--- src/rtl/ysyx_23060191_wbc.sv ---
// Writeback controller: arbitrates EXU/LSU results onto one register-file write port with starvation-bounded priority.
// Optional macro YSYX_23060191_WBC_BYPASS_EN exposes the registered write on the fwd_* bypass ports.
module ysyx_23060191_wbc #(
    parameter int CPU_WIDTH  = 32,
    parameter int REG_AW     = 5,
    parameter int STARVE_MAX = 3
) (
    input  logic                 clk,
    input  logic                 rst_n,
    input  logic                 flush,
    input  logic                 exu_valid,
    output logic                 exu_ready,
    input  logic [REG_AW-1:0]    exu_rd,
    input  logic [CPU_WIDTH-1:0] exu_res,
    input  logic                 lsu_valid,
    output logic                 lsu_ready,
    input  logic [REG_AW-1:0]    lsu_rd,
    input  logic [CPU_WIDTH-1:0] lsu_res,
    output logic                 rf_wen,
    output logic [REG_AW-1:0]    rf_waddr,
    output logic [CPU_WIDTH-1:0] rf_wdata,
    output logic                 commit_valid,
    output logic                 commit_src,
    output logic [31:0]          commit_cnt,
    output logic                 fwd_valid,
    output logic [REG_AW-1:0]    fwd_rd,
    output logic [CPU_WIDTH-1:0] fwd_data
);

    typedef enum logic {LSU_PRI = 1'b0, EXU_PRI = 1'b1} pri_e;

    localparam logic [3:0] STARVE_LIM = 4'(STARVE_MAX);

    function automatic logic [3:0] sat_inc(input logic [3:0] v);
        logic [3:0] r;
        if (v >= STARVE_LIM) begin
            r = STARVE_LIM;
        end else begin
            r = v + 4'd1;
        end
        return r;
    endfunction

    pri_e                 state_r;
    logic [3:0]           wait_r;
    logic [3:0]           wait_nxt_s;
    logic                 grant_exu_s;
    logic                 grant_lsu_s;
    logic                 hs_s;
    logic [REG_AW-1:0]    sel_rd_s;
    logic [CPU_WIDTH-1:0] sel_res_s;
    logic                 wen_r;
    logic [REG_AW-1:0]    waddr_r;
    logic [CPU_WIDTH-1:0] wdata_r;
    logic                 cvalid_r;
    logic                 csrc_r;
    logic [31:0]          ccnt_r;

    // Grant selection: ready is the grant itself, so a grant always implies a handshake.
    always_comb begin
        grant_exu_s = 1'b0;
        grant_lsu_s = 1'b0;
        if (!rst_n || flush) begin
            grant_exu_s = 1'b0;
            grant_lsu_s = 1'b0;
        end else if (state_r == EXU_PRI) begin
            grant_exu_s = exu_valid;
            grant_lsu_s = lsu_valid && !exu_valid;
        end else begin
            grant_lsu_s = lsu_valid;
            grant_exu_s = exu_valid && !lsu_valid;
        end
    end

    // Starvation counter next value and the winning request's payload.
    always_comb begin
        wait_nxt_s = 4'd0;
        sel_rd_s   = exu_rd;
        sel_res_s  = exu_res;
        if (exu_valid && !grant_exu_s) begin
            wait_nxt_s = sat_inc(wait_r);
        end else begin
            wait_nxt_s = 4'd0;
        end
        if (grant_lsu_s) begin
            sel_rd_s  = lsu_rd;
            sel_res_s = lsu_res;
        end else begin
            sel_rd_s  = exu_rd;
            sel_res_s = exu_res;
        end
    end

    assign hs_s      = grant_exu_s || grant_lsu_s;
    assign exu_ready = grant_exu_s;
    assign lsu_ready = grant_lsu_s;

    // Priority FSM, starvation counter and registered writeback/commit outputs.
    always_ff @(posedge clk) begin
        if (!rst_n) begin
            state_r  <= LSU_PRI;
            wait_r   <= 4'd0;
            wen_r    <= 1'b0;
            waddr_r  <= {REG_AW{1'b0}};
            wdata_r  <= {CPU_WIDTH{1'b0}};
            cvalid_r <= 1'b0;
            csrc_r   <= 1'b0;
            ccnt_r   <= 32'd0;
        end else begin
            wait_r <= wait_nxt_s;
            case (state_r)
                LSU_PRI: state_r <= (wait_nxt_s == STARVE_LIM) ? EXU_PRI : LSU_PRI;
                EXU_PRI: state_r <= grant_exu_s ? LSU_PRI : EXU_PRI;
                default: state_r <= LSU_PRI;
            endcase
            cvalid_r <= hs_s;
            wen_r    <= hs_s && (sel_rd_s != {REG_AW{1'b0}});
            ccnt_r   <= ccnt_r + {31'd0, hs_s};
            if (hs_s) begin
                waddr_r <= sel_rd_s;
                wdata_r <= sel_res_s;
                csrc_r  <= grant_lsu_s;
            end else begin
                waddr_r <= waddr_r;
                wdata_r <= wdata_r;
                csrc_r  <= csrc_r;
            end
        end
    end

    assign rf_wen       = wen_r;
    assign rf_waddr     = waddr_r;
    assign rf_wdata     = wdata_r;
    assign commit_valid = cvalid_r;
    assign commit_src   = csrc_r;
    assign commit_cnt   = ccnt_r;

`ifdef YSYX_23060191_WBC_BYPASS_EN
    assign fwd_valid = wen_r;
    assign fwd_rd    = waddr_r;
    assign fwd_data  = wdata_r;
`else
    assign fwd_valid = 1'b0;
    assign fwd_rd    = {REG_AW{1'b0}};
    assign fwd_data  = {CPU_WIDTH{1'b0}};
`endif

endmodule

--- config.mk ---
export PLATFORM = sky130hd
export DESIGN_NAME = ysyx_23060191_wbc
export DESIGN_NICKNAME = d
export VERILOG_FILES = /design/src/rtl/ysyx_23060191_wbc.sv
export SDC_FILE = /design/constraint.sdc
export NUM_CORES = 1
export LEC_CHECK = 0
export CELL_PAD_IN_SITES_DETAIL_PLACEMENT = 0
export CELL_PAD_IN_SITES_GLOBAL_PLACEMENT = 2
export CORE_UTILIZATION = 22
export DETAILED_ROUTE_END_ITERATION = 12
export GPL_TIMING_DRIVEN = 0
export PLACE_DENSITY = 0.87
export RECOVER_POWER = 25
export REMOVE_ABC_BUFFERS = 1
export SYNTH_ARGS = -nofsm -noshare
export SYNTH_HDL_FRONTEND = slang
export SYNTH_SLANG_ARGS = --single-unit
--- constraint.sdc ---
create_clock -name clk -period 3.4 [get_ports clk]
set_clock_uncertainty 0.1 [all_clocks]
set_input_delay 0.68 -clock clk [delete_from_list [all_inputs] [get_ports clk]]
set_output_delay 0.68 -clock clk [all_outputs]
set_load 0.02 [all_outputs]
==> results.tsv <==
stage	metric	value	unit
run_status	status	completed	
floorplan	Core Area	16600	sq um
synth	combinational family with the most area after synthesis	simple AND/OR/NAND/NOR gates	
pwr	part of the power in registers	44.5	%
worst_setup_path	WP data required	3560	ps
pwr	combinational share of power	16.0	%
detailed_routing	drt drc	0	
global_routing	grt ovf	0	
synth	arithmetic-cell share of the synthesized area counting full adders, half adders and majority gates	1.33	%
pwr	Leakage Power	2.04	nW
placed_design	placed instance area	5320	sq um
pwr	power dissipated by switching net loads	562	uW
clocking	count of clock tree sinks	77	
pwr	overall power consumption	2.16	mW
final_layout	ratio of cells with drive above 1 in the final layout	4.81	%
pwr	net switching fraction of the power	26.1	%
synth	Synth Area in Simple Gates	18.1	%
flow_run	number of max-cap violations	0	
synth	count of warnings emitted by yosys	0	
pwr	Clk network pwr share	39.5	%
timing	relative slew slack	47.3	%
worst_setup_path	reg2reg path depth	9	
synth	area fraction in compound gates after synthesis	13.7	%
global_routing	global-route wire length before repair	16700	um
clocking	number of H-tree branching levels	3	
worst_setup_path	Reg2Reg Setup Slack	710	ps
worst_setup_path	launch point of the worst reg-to-reg path	state_r	
synth	Synth Cell Area	3760	sq um
pwr	P_int	1.59	mW
worst_setup_path	worst endpoint data arrival time	3380	ps
final_layout	Post-Layout Inst Area	5610	sq um
synth	most frequently used flop master after synthesis	sky130_fd_sc_hd__dfxtp_1	
global_routing	total routing resource utilization after global routing	12.2	%
synth	mux cell area share after synthesis	10.1	%
final_layout	antenna diode instance count	0	
detailed_routing	Routed wire per std cell	13.6	um
synth	number of distinct library cells after synthesis	37	
worst_setup_path	cell type group with the largest total delay on the critical path	simple AND/OR/NAND/NOR gates	
synth	leading cell types by count after synthesis	sky130_fd_sc_hd__dfxtp_1, sky130_fd_sc_hd__nor2_1, sky130_fd_sc_hd__buf_4	
worst_setup_path	Buf/Inv on CP	1	
worst_hold_path	beginning of the worst hold path	commit_src	
synth	synthesized area per cell	9.16	sq um
worst_setup_path	stage delay of the slowest cell on the critical path	500	ps
clocking	total CTS buffers	9	
final_layout	Post-layout nets	641	
detailed_routing	via density per instance	4.47	
worst_setup_path	launching element of the worst setup path	exu_valid	
timing	Setup WS post-layout	179	ps
timing	Fmax achieved	0.310	GHz
worst_hold_path	hold-critical path depth	2	
synth	top cells by area, synth	sky130_fd_sc_hd__dfxtp_1, sky130_fd_sc_hd__mux2i_1, sky130_fd_sc_hd__buf_4	
synth	XOR/XNOR share of the synthesized area	2.79	%
synth	sequential area share after synthesis	41.0	%
timing	final-report max-slew violation count	0	
global_routing	antenna violations before repair	0	
floorplan	Die ar.	17600	sq um
placed_design	last weighted congestion value of the routability-driven placer	0.742	
floorplan	number of top-level pins	191	
floorplan	starting density of the core	22.6	%
floorplan	Horiz. Die Dim	133	um
worst_setup_path	kind of critical path	in -> reg	
synth	synthesis-stage register bit count	77	
floorplan	number of rows in the core area	47	
pwr	power per cell area	385	nW/um^2
timing	setup TNS after final layout	0	ps
final_layout	fillcell total	1690	
clocking	clock tree from TritonCTS	yes	
global_routing	pin count of the biggest net entering global routing	43	
synth	gate count of the mapped netlist	411	
worst_setup_path	critical path fanouts, max	8	
clocking	Clock Tree Buf Depth	2	
final_layout	P&R area growth vs syn	48.9	%
timing	count of endpoints failing setup in the final report	0	
timing	share of the clock period used by the worst path	94.7	%
worst_hold_path	worst hold-check path type	reg -> reg	
detailed_routing	total number of vias	3489	
pwr	maximum ir drop on the vdd rail	0.000208	V
floorplan	height of the die	133	um
worst_setup_path	cells traversed along the worst timing path	clkdlybuf4s50_1, nand2_1, or3_4, nand2_1, ha_1, ha_1, and3_2, nand4_2, or4_1, a21oi_1	
clocking	Clock Latency Late Sink	340	ps
synth	top cell type by total area after synthesis	sky130_fd_sc_hd__dfxtp_1	
clocking	Reg clk slew, reported paths	60	ps
synth	count of flip-flops with a built-in enable after synthesis	0	
worst_setup_path	endpoint type of the worst setup path	flop	
timing	RSZ-0062 raised after global routing	no	
placed_design	worst setup slack after placement	-939	ps
synth	Yosys top cell area share	41.0	%
placed_design	I/O Buffers	152	
synth	share of flip-flops with an asynchronous set or reset	0	%
placed_design	dpl hpwl	7660	um
timing	number of hold violations in the final report	0	
detailed_routing	Detailed Route WL	10600	um
worst_setup_path	library cell contributing the largest single delay on the critical path	sky130_fd_sc_hd__clkdlybuf4s50_1	
clocking	root cell of the clock tree	sky130_fd_sc_hd__clkbuf_16	
detailed_routing	first-pass detailed-route iteration total	5	
timing	Worst Max-Slew Pin Slew	784	ps
global_routing	via count of the first global-routing pass	3298	
detailed_routing	Post-DRT Antenna Nets	0	
worst_setup_path	logic depth of the worst path, buffers included	10	
timing	minimum clock period after layout	3220	ps
clocking	hold-fix buffer count after cts	0	
worst_setup_path	launching element type of the critical path	input pin	
synth	top-count cell post-synth	sky130_fd_sc_hd__dfxtp_1	
detailed_routing	number of DRC markers after the initial detailed-route iteration	128	
## sequential cells by signal, summed over array words and instances (netlist names)
name	flops
state_r	1
wait_r	4
rf_waddr	5
commit_src	1
commit_cnt	32
commit_valid	1
rf_wen	1
rf_wdata	32
## metrics by stage
step / hold slack [ps] / util [%] / cells
2_1_floorplan: 337 / - / 387
3_3_place_gp: 350 / 31.6 / 759
3_5_place_dp: 363 / 32.0 / 763
4_1_cts: 374 / 33.6 / 780
5_1_grt: 399 / 33.7 / 781
6_report: 363 / 33.7 / 781
## power groups by stage
stage | Combinational (mW) | Clock [mW] | Sequential (mW)
after global routing | 0.371 | 0.931 | 0.965
after global placement | 0.345 | 0 | 0.980
final | 0.345 | 0.851 | 0.960
after CTS | 0.357 | 0.893 | 0.962
after floorplan | 0.120 | 0 | 1.02
after detailed placement | 0.353 | 0 | 0.980
## worst paths after layout
kind / to
setup / recovery: commit_cnt[28]
hold / removal: commit_src
setup reg to reg: commit_cnt[28]
hold reg to reg: commit_src
## per-layer routing
layer	wire length, um	share of wire (%)	global-route usage, %
met1	4480	42	13.7
met2	4980	47	20.2
met3	945	8.9	4.90
met4	222	2.1	5.87
met5	0	0	0
## kinds of logic after synthesis
kind of cell	count (synthesis)
muxes	38
and+or+nand+nor	129
buffers and inverters	71
adders and majority gates	4
AOI/OAI and AO/OA	79
other	1
DFF	77
xor gates and xnor gates	12
## tightest hold or removal path, stage by stage (launching register included)
cell	delay (ps)
sky130_fd_sc_hd__dfxtp_1	310
sky130_fd_sc_hd__nand2_1	50
sky130_fd_sc_hd__o21ai_0	60
## repair_timing
item,CTS,global route
setup buffers,3,1
pin swaps,2,1
resized for setup,3,1
cloned,0,0
setup endpoints to repair,22,7
## cell usage in the layout, fill, tap and decap left out, types with 11 or more instances in the layout
cell type / count
sky130_fd_sc_hd__a21oi_1: 17
sky130_fd_sc_hd__mux2i_1: 38
sky130_fd_sc_hd__conb_1: 40
sky130_fd_sc_hd__clkdlybuf4s50_1: 119
sky130_fd_sc_hd__nand3_1: 11
sky130_fd_sc_hd__dfxtp_1: 77
sky130_fd_sc_hd__dlygate4sd3_1: 31
sky130_fd_sc_hd__o21ai_0: 14
sky130_fd_sc_hd__nor2_1: 51
sky130_fd_sc_hd__nand4_1: 13
sky130_fd_sc_hd__a211oi_1: 39
sky130_fd_sc_hd__nand2_1: 13
## layout make-up
cell class              count  area, sq um  area share [%]
multi-input cells         302         1880            33.6
repair buffers            160         1610            28.8
flip-flops and latches     77         1540            27.5
well taps                 220          275            4.91
clock buffers              11          233            4.15
inverters                   8         42.5           0.759
clock inverters             3         15.0           0.268
Note: power is estimated with default switching activity, not from simulation.
